[config.mk]
export PLATFORM = sky130hd
export DESIGN_NAME = alu_sweep_sequencer
export DESIGN_NICKNAME = d
export VERILOG_FILES = /design/src/rtl/alu_seq_pkg.sv /design/src/rtl/alu_result_buf.sv /design/src/rtl/alu_sweep_sequencer.sv
export SDC_FILE = /design/constraint.sdc
export NUM_CORES = 1
export LEC_CHECK = 0
export ABC_AREA = 1
export BUFFER_PORTS_ARGS = -buffer_cell sky130_fd_sc_hd__buf_2
export CAP_MARGIN = 30
export CORE_UTILIZATION = 55
export DETAILED_ROUTE_END_ITERATION = 8
export PLACE_DENSITY = 0.75
export SYNTH_ARGS = -nofsm -noshare
export SYNTH_HDL_FRONTEND = slang
export SYNTH_HIERARCHICAL = 1
export SYNTH_SLANG_ARGS = --single-unit
[constraint.sdc]
create_clock -name clk_in -period 2.4 [get_ports clk_in]
set_input_delay 0.36 -clock clk_in [delete_from_list [all_inputs] [get_ports clk_in]]
set_output_delay 0.36 -clock clk_in [all_outputs]
set_load 0.005 [all_outputs]
[src/rtl/alu_seq_pkg.sv]
`default_nettype none
// +-----------------------------------------------------------------+
// | alu_seq_pkg : shared types and default widths for the sequencer |
// | rev 1.0                                                         |
// +-----------------------------------------------------------------+
package alu_seq_pkg;

  localparam int c_data_w        = 8;
  localparam int c_res_w         = 16;
  localparam int c_sel_w         = 3;
  localparam int c_num_ops       = 8;
  localparam int c_settle_cycles = 1;

  typedef enum logic [1:0] {
    IDLE  = 2'd0,
    SWEEP = 2'd1,
    DRAIN = 2'd2
  } state_t;

  // One captured ALU observation at the default result width.
  typedef struct packed {
    logic [c_res_w-1:0] res;
    logic               gt;
    logic               eq;
  } beat_t;

endpackage
`default_nettype wire

[src/rtl/alu_result_buf.sv]
`default_nettype none
// +-----------------------------------------------------------------+
// | alu_result_buf : per-op capture store, 1 write / 1 comb read    |
// | rev 1.0                                                         |
// +-----------------------------------------------------------------+
module alu_result_buf #(
  parameter int DEPTH  = 8,
  parameter int WIDTH  = 18,
  parameter int ADDR_W = 3
) (
  input  logic              clk_in,
  input  logic              wr_en_in,
  input  logic [ADDR_W-1:0] wr_addr_in,
  input  logic [WIDTH-1:0]  wr_data_in,
  input  logic [ADDR_W-1:0] rd_addr_in,
  output logic [WIDTH-1:0]  rd_data_out
);

  // Data is qualified by the sequencer state, so no reset is needed here.
  logic [WIDTH-1:0] r_mem [DEPTH];

  always_ff @(posedge clk_in) begin
    if (wr_en_in) begin
      r_mem[wr_addr_in] <= wr_data_in;
    end
  end

  assign rd_data_out = r_mem[rd_addr_in];

endmodule
`default_nettype wire

[src/rtl/alu_sweep_sequencer.sv]
`default_nettype none
// +-----------------------------------------------------------------+
// | alu_sweep_sequencer : sweeps an ALU through all ops per operand |
// | pair, buffers {res,gt,eq} and streams them out tagged by op.    |
// | rev 1.0                                                         |
// +-----------------------------------------------------------------+
module alu_sweep_sequencer
  import alu_seq_pkg::*;
#(
  parameter int DATA_W        = c_data_w,
  parameter int RES_W         = c_res_w,
  parameter int SEL_W         = c_sel_w,
  parameter int NUM_OPS       = c_num_ops,
  parameter int SETTLE_CYCLES = c_settle_cycles
) (
  input  logic              clk_in,
  input  logic              rst_n_in,
  input  logic              start_in,
  input  logic [DATA_W-1:0] a_in,
  input  logic [DATA_W-1:0] b_in,
  output logic              busy_out,
  output logic [DATA_W-1:0] d0_out,
  output logic [DATA_W-1:0] d1_out,
  output logic [SEL_W-1:0]  sel_out,
  input  logic [RES_W-1:0]  res_in,
  input  logic              gt_in,
  input  logic              eq_in,
  output logic              valid_out,
  input  logic              ready_in,
  output logic [SEL_W-1:0]  tag_out,
  output logic [RES_W-1:0]  res_out,
  output logic              gt_out,
  output logic              eq_out,
  output logic              last_out
);

  localparam int                 c_cnt_w    = $clog2(SETTLE_CYCLES + 1);
  localparam int                 c_beat_w   = RES_W + 2;
  localparam logic [SEL_W-1:0]   c_last_op  = SEL_W'(NUM_OPS - 1);
  localparam logic [c_cnt_w-1:0] c_cnt_last = c_cnt_w'(SETTLE_CYCLES - 1);

  state_t              r_state;
  state_t              w_state_nxt;
  logic [SEL_W-1:0]    r_sel;
  logic [SEL_W-1:0]    w_sel_nxt;
  logic [SEL_W-1:0]    r_rd_idx;
  logic [SEL_W-1:0]    w_rd_idx_nxt;
  logic [c_cnt_w-1:0]  r_cnt;
  logic [c_cnt_w-1:0]  w_cnt_nxt;
  logic [DATA_W-1:0]   r_d0;
  logic [DATA_W-1:0]   w_d0_nxt;
  logic [DATA_W-1:0]   r_d1;
  logic [DATA_W-1:0]   w_d1_nxt;
  logic                w_wr_en;
  logic                w_valid;
  logic [c_beat_w-1:0] w_wr_data;
  logic [c_beat_w-1:0] w_rd_data;

  always_ff @(posedge clk_in or negedge rst_n_in) begin
    if (!rst_n_in) begin
      r_state  <= IDLE;
      r_sel    <= '0;
      r_rd_idx <= '0;
      r_cnt    <= '0;
      r_d0     <= '0;
      r_d1     <= '0;
    end else begin
      r_state  <= w_state_nxt;
      r_sel    <= w_sel_nxt;
      r_rd_idx <= w_rd_idx_nxt;
      r_cnt    <= w_cnt_nxt;
      r_d0     <= w_d0_nxt;
      r_d1     <= w_d1_nxt;
    end
  end

  always_comb begin
    w_state_nxt  = r_state;
    w_sel_nxt    = r_sel;
    w_rd_idx_nxt = r_rd_idx;
    w_cnt_nxt    = r_cnt;
    w_d0_nxt     = r_d0;
    w_d1_nxt     = r_d1;
    w_wr_en      = 1'b0;
    case (r_state)
      IDLE: begin
        if (start_in) begin
          w_d0_nxt    = a_in;
          w_d1_nxt    = b_in;
          w_sel_nxt   = '0;
          w_cnt_nxt   = '0;
          w_state_nxt = SWEEP;
        end
      end
      SWEEP: begin
        w_cnt_nxt = r_cnt + 1'b1;
        if (r_cnt == c_cnt_last) begin
          w_wr_en   = 1'b1;
          w_cnt_nxt = '0;
          // Comparing against the last op keeps sel from ever wrapping.
          if (r_sel == c_last_op) begin
            w_state_nxt  = DRAIN;
            w_rd_idx_nxt = '0;
          end else begin
            w_sel_nxt = r_sel + 1'b1;
          end
        end
      end
      DRAIN: begin
        if (ready_in) begin
          if (r_rd_idx == c_last_op) begin
            w_state_nxt = IDLE;
          end else begin
            w_rd_idx_nxt = r_rd_idx + 1'b1;
          end
        end
      end
      default: begin
        w_state_nxt = IDLE;
      end
    endcase
  end

  assign w_wr_data = {res_in, gt_in, eq_in};

  alu_result_buf #(
    .DEPTH  (NUM_OPS),
    .WIDTH  (c_beat_w),
    .ADDR_W (SEL_W)
  ) u_buf (
    .clk_in      (clk_in),
    .wr_en_in    (w_wr_en),
    .wr_addr_in  (r_sel),
    .wr_data_in  (w_wr_data),
    .rd_addr_in  (r_rd_idx),
    .rd_data_out (w_rd_data)
  );

  // Beat outputs are gated so stale buffer contents never leak outside DRAIN.
  assign w_valid   = (r_state == DRAIN);
  assign valid_out = w_valid;
  assign busy_out  = (r_state != IDLE);
  assign d0_out    = r_d0;
  assign d1_out    = r_d1;
  assign sel_out   = r_sel;
  assign tag_out   = w_valid ? r_rd_idx : '0;
  assign res_out   = w_valid ? w_rd_data[c_beat_w-1:2] : '0;
  assign gt_out    = w_valid & w_rd_data[1];
  assign eq_out    = w_valid & w_rd_data[0];
  assign last_out  = w_valid & (r_rd_idx == c_last_op);

endmodule
`default_nettype wire

==> results.txt <==
CP peak stage delay: 460 ps
H-tree depth: 4
dpl hpwl: 8.79 mm
most frequent cell after synthesis: nand2_1
Die Footprint: 0.0143 sq mm
setup bufs post-CTS: 0
Ports: 81
CP most frequent cell: nand2_1
DR iter-0 viols: 396
share of flip-flops with an asynchronous set or reset: 14.3%
GPL Wtd Cong: 0.766
Post-synth EDFFs: 144
Achievable Freq: 0.452 GHz
pre-CTS WS: 536 ps
Tcrit/Tclk final: 92.3%
largest net degree at the start of global routing: 73
Via-to-Cell Ratio: 4.84
status: finished clean
Placed Cells: 1046
vias: 5218
actual slew at the worst max-slew pin: 561 ps
Final Hold Viols: 0
drt wl/cell: 13.9 microns
CP required: 2040 ps
largest area contributor in the netlist: edfxtp_1
sequential share of the synthesized area: 64.6%
grt total ovfl: 0
Die Y: 120 microns
fill cell count: 1053
clk_lat worst skew: 420 ps
Mapped Area: 0.00762 sq mm
I/O Buffers: 80
Mapped Cells: 804
Area Overhead vs Synth: 14.5%
critical path, cell by cell: inv_8 -> nand2_1 -> nand3_1 -> nand2_1 -> nand2_1 -> nand2_1 -> inv_1 -> nor2_1 -> buf_2
mean area per synthesized cell: 9.48 sq um
post-synth top area share: 56.8%
Worst Setup Path Type: register to primary output
Synth Flop Type: edfxtp_1
setup TNS: 0 ps
first-pass GRT wire length: 24.1 mm
Synth Net Count: 846
CTS clk-pin slew, worst paths: 60 ps
Worst slew margin: 62.6%
Chip Width: 120 microns
drt first pass iters: 5
Critical-path top delay cell: dfrtp_2
CP Capture Type: primary output
post-route ant nets: 0
nets@finish: 932
number of max-cap violations: 0
worst hold path type: primary input to register
RSZ-0062 raised after global routing: no
CTS tree: built
DRT Wirelength: 15.0 mm
CP Launch Type: register
number of synthesized register bits: 168
post-layout minimum cycle time: 2210 ps
vias in the first global route: 4980
clk_skew: 10.3 ps
Power per Cell Area: 966 mW/mm^2
CTS Buf Count: 17
GR Util All Layers: 22.4%
synth cell count leaders: nand2_1 (299), edfxtp_1 (144), inv_1 (130)
synth unique cells: 23
Site Rows: 42
CTS Buffer Depth: 2
Tot Pwr: 8430 uW
yosys warns: 6
clock root cell: clkbuf_16
post-route setup slack: 186 ps
# setup viols final: 0
share of cells above drive strength 1: 21.0%
Pleak: 0.00427 uW
# DRC: 0
initial antenna violation count: 0
starting density of the core: 56.9%
critical-path maximum fanout: 72
Peak VDD IR: 624 uV
cell types occupying the most area after synthesis: edfxtp_1 (57%), nand2_1 (15%), dfrtp_1 (7.9%)
crit path DAT: 1850 ps
Antenna diodes: 0
Final Max Tran Viols: 0
CORE AREA: 0.0134 sq mm
fin cells: 1078
CTS Sinks: 168
[where the power goes]
group	total (uW)	switching, uW	internal, uW
Sequential	4130	231	3900
Combinational	1790	1210	585
Clock	2510	1010	1500
[through the flow]
stage          hold WS (ps)  cell area (sq um)  utilization [%]
6_report                126               8720             65.1
5_1_grt                 132               8720             65.1
4_1_cts                 115               8720             65.1
3_5_place_dp            378               8170             60.9
3_3_place_gp            378               8170             60.9
2_1_floorplan          64.4               7620                -
[final timing paths]
path                                          from                 endpoint  slack [ps]  cells after the start
max                        r_rd_idx[0]$_DFFE_PN0P_              res_out[15]         190                      9
min                                        a_in[0]    d0_out[0]$_DFFE_PN0P_         130                      3
max reg2reg                r_rd_idx[0]$_DFFE_PN0P_  r_rd_idx[1]$_DFFE_PN0P_         700                      7
min reg2reg                  d1_out[6]$_DFFE_PN0P_    d1_out[6]$_DFFE_PN0P_         470                      2
max in group asynchronous                 rst_n_in  r_rd_idx[0]$_DFFE_PN0P_        1530                      2
min in group asynchronous                 rst_n_in   r_state[1]$_DFFE_PN0P_         470                      2
[layer usage]
metal	part of all wire [%]	GRT usage, %	up-vias
li1	-	-	2635
met5	0	0	-
met1	42	27.6	2393
met2	51	38.5	174
met4	1.4	10.2	0
met3	5.6	4.13	16
[flip-flops by register name, summed over array words and instances (netlist names)]
name / flops
r_rd_idx: 3
u_buf/r_mem: 144
d1_out: 8
sel_out: 3
d0_out: 8
r_state: 2
[repair_timing]
action | in CTS | in global routing
setup endpoints to repair | 0 | 13
gates resized for setup | 0 | 1
hold buffers | 1 | 0
hold endpoints to repair | 24 | 0
[placed cells by master (no fill, tap or decap), types with 2 or more instances in the layout]
cell       synthesis  layout
buf_4              7      15
nand3_2            2       2
edfxtp_1         144     144
bufinv_16          0       2
nand2_2            2       2
buf_2             14      80
clkbuf_16          0      17
inv_1            130     130
o21ai_0            3       3
clkinv_1           0       2
nor2_1            33      25
ha_1               4       4
clkinv_2           1       8
inv_2             46      46
clkbuf_1           0       2
nor2_2             1       9
nand4_1            3       3
dfrtp_1           24      23
nand2_1          299     299
nand3_1           77      77
[worst max-delay path: cells and delay by family (launching register included)]
family,cells,cell delay (ps)
buffers and inverters,3,480
flip-flops,1,460
AND/OR/NAND/NOR,6,420
[kinds of logic (layout without fill, tap and decap cells)]
| kind of cell | count (synthesis) | in the layout | synth area share, % |
|---|---|---|---|
| fa+ha+maj | 4 | 4 | 0.657 |
| buf+inv | 209 | 307 | 11.9 |
| compound gates | 4 | 4 | 0.312 |
| flops | 168 | 168 | 64.6 |
| simple gates | 419 | 419 | 22.5 |
[cell type report]
class / count / area, sq um / share of cell area, %
clock buffer: 19 / 433 / 4.96
clock inverter: 12 / 110 / 1.26
inverter: 179 / 683 / 7.83
multi-input combinational: 427 / 1810 / 20.7
sequential: 168 / 4930 / 56.5
tap: 176 / 220 / 2.53
timing repair buffer: 97 / 543 / 6.23
(Power assumes the default switching activity.)
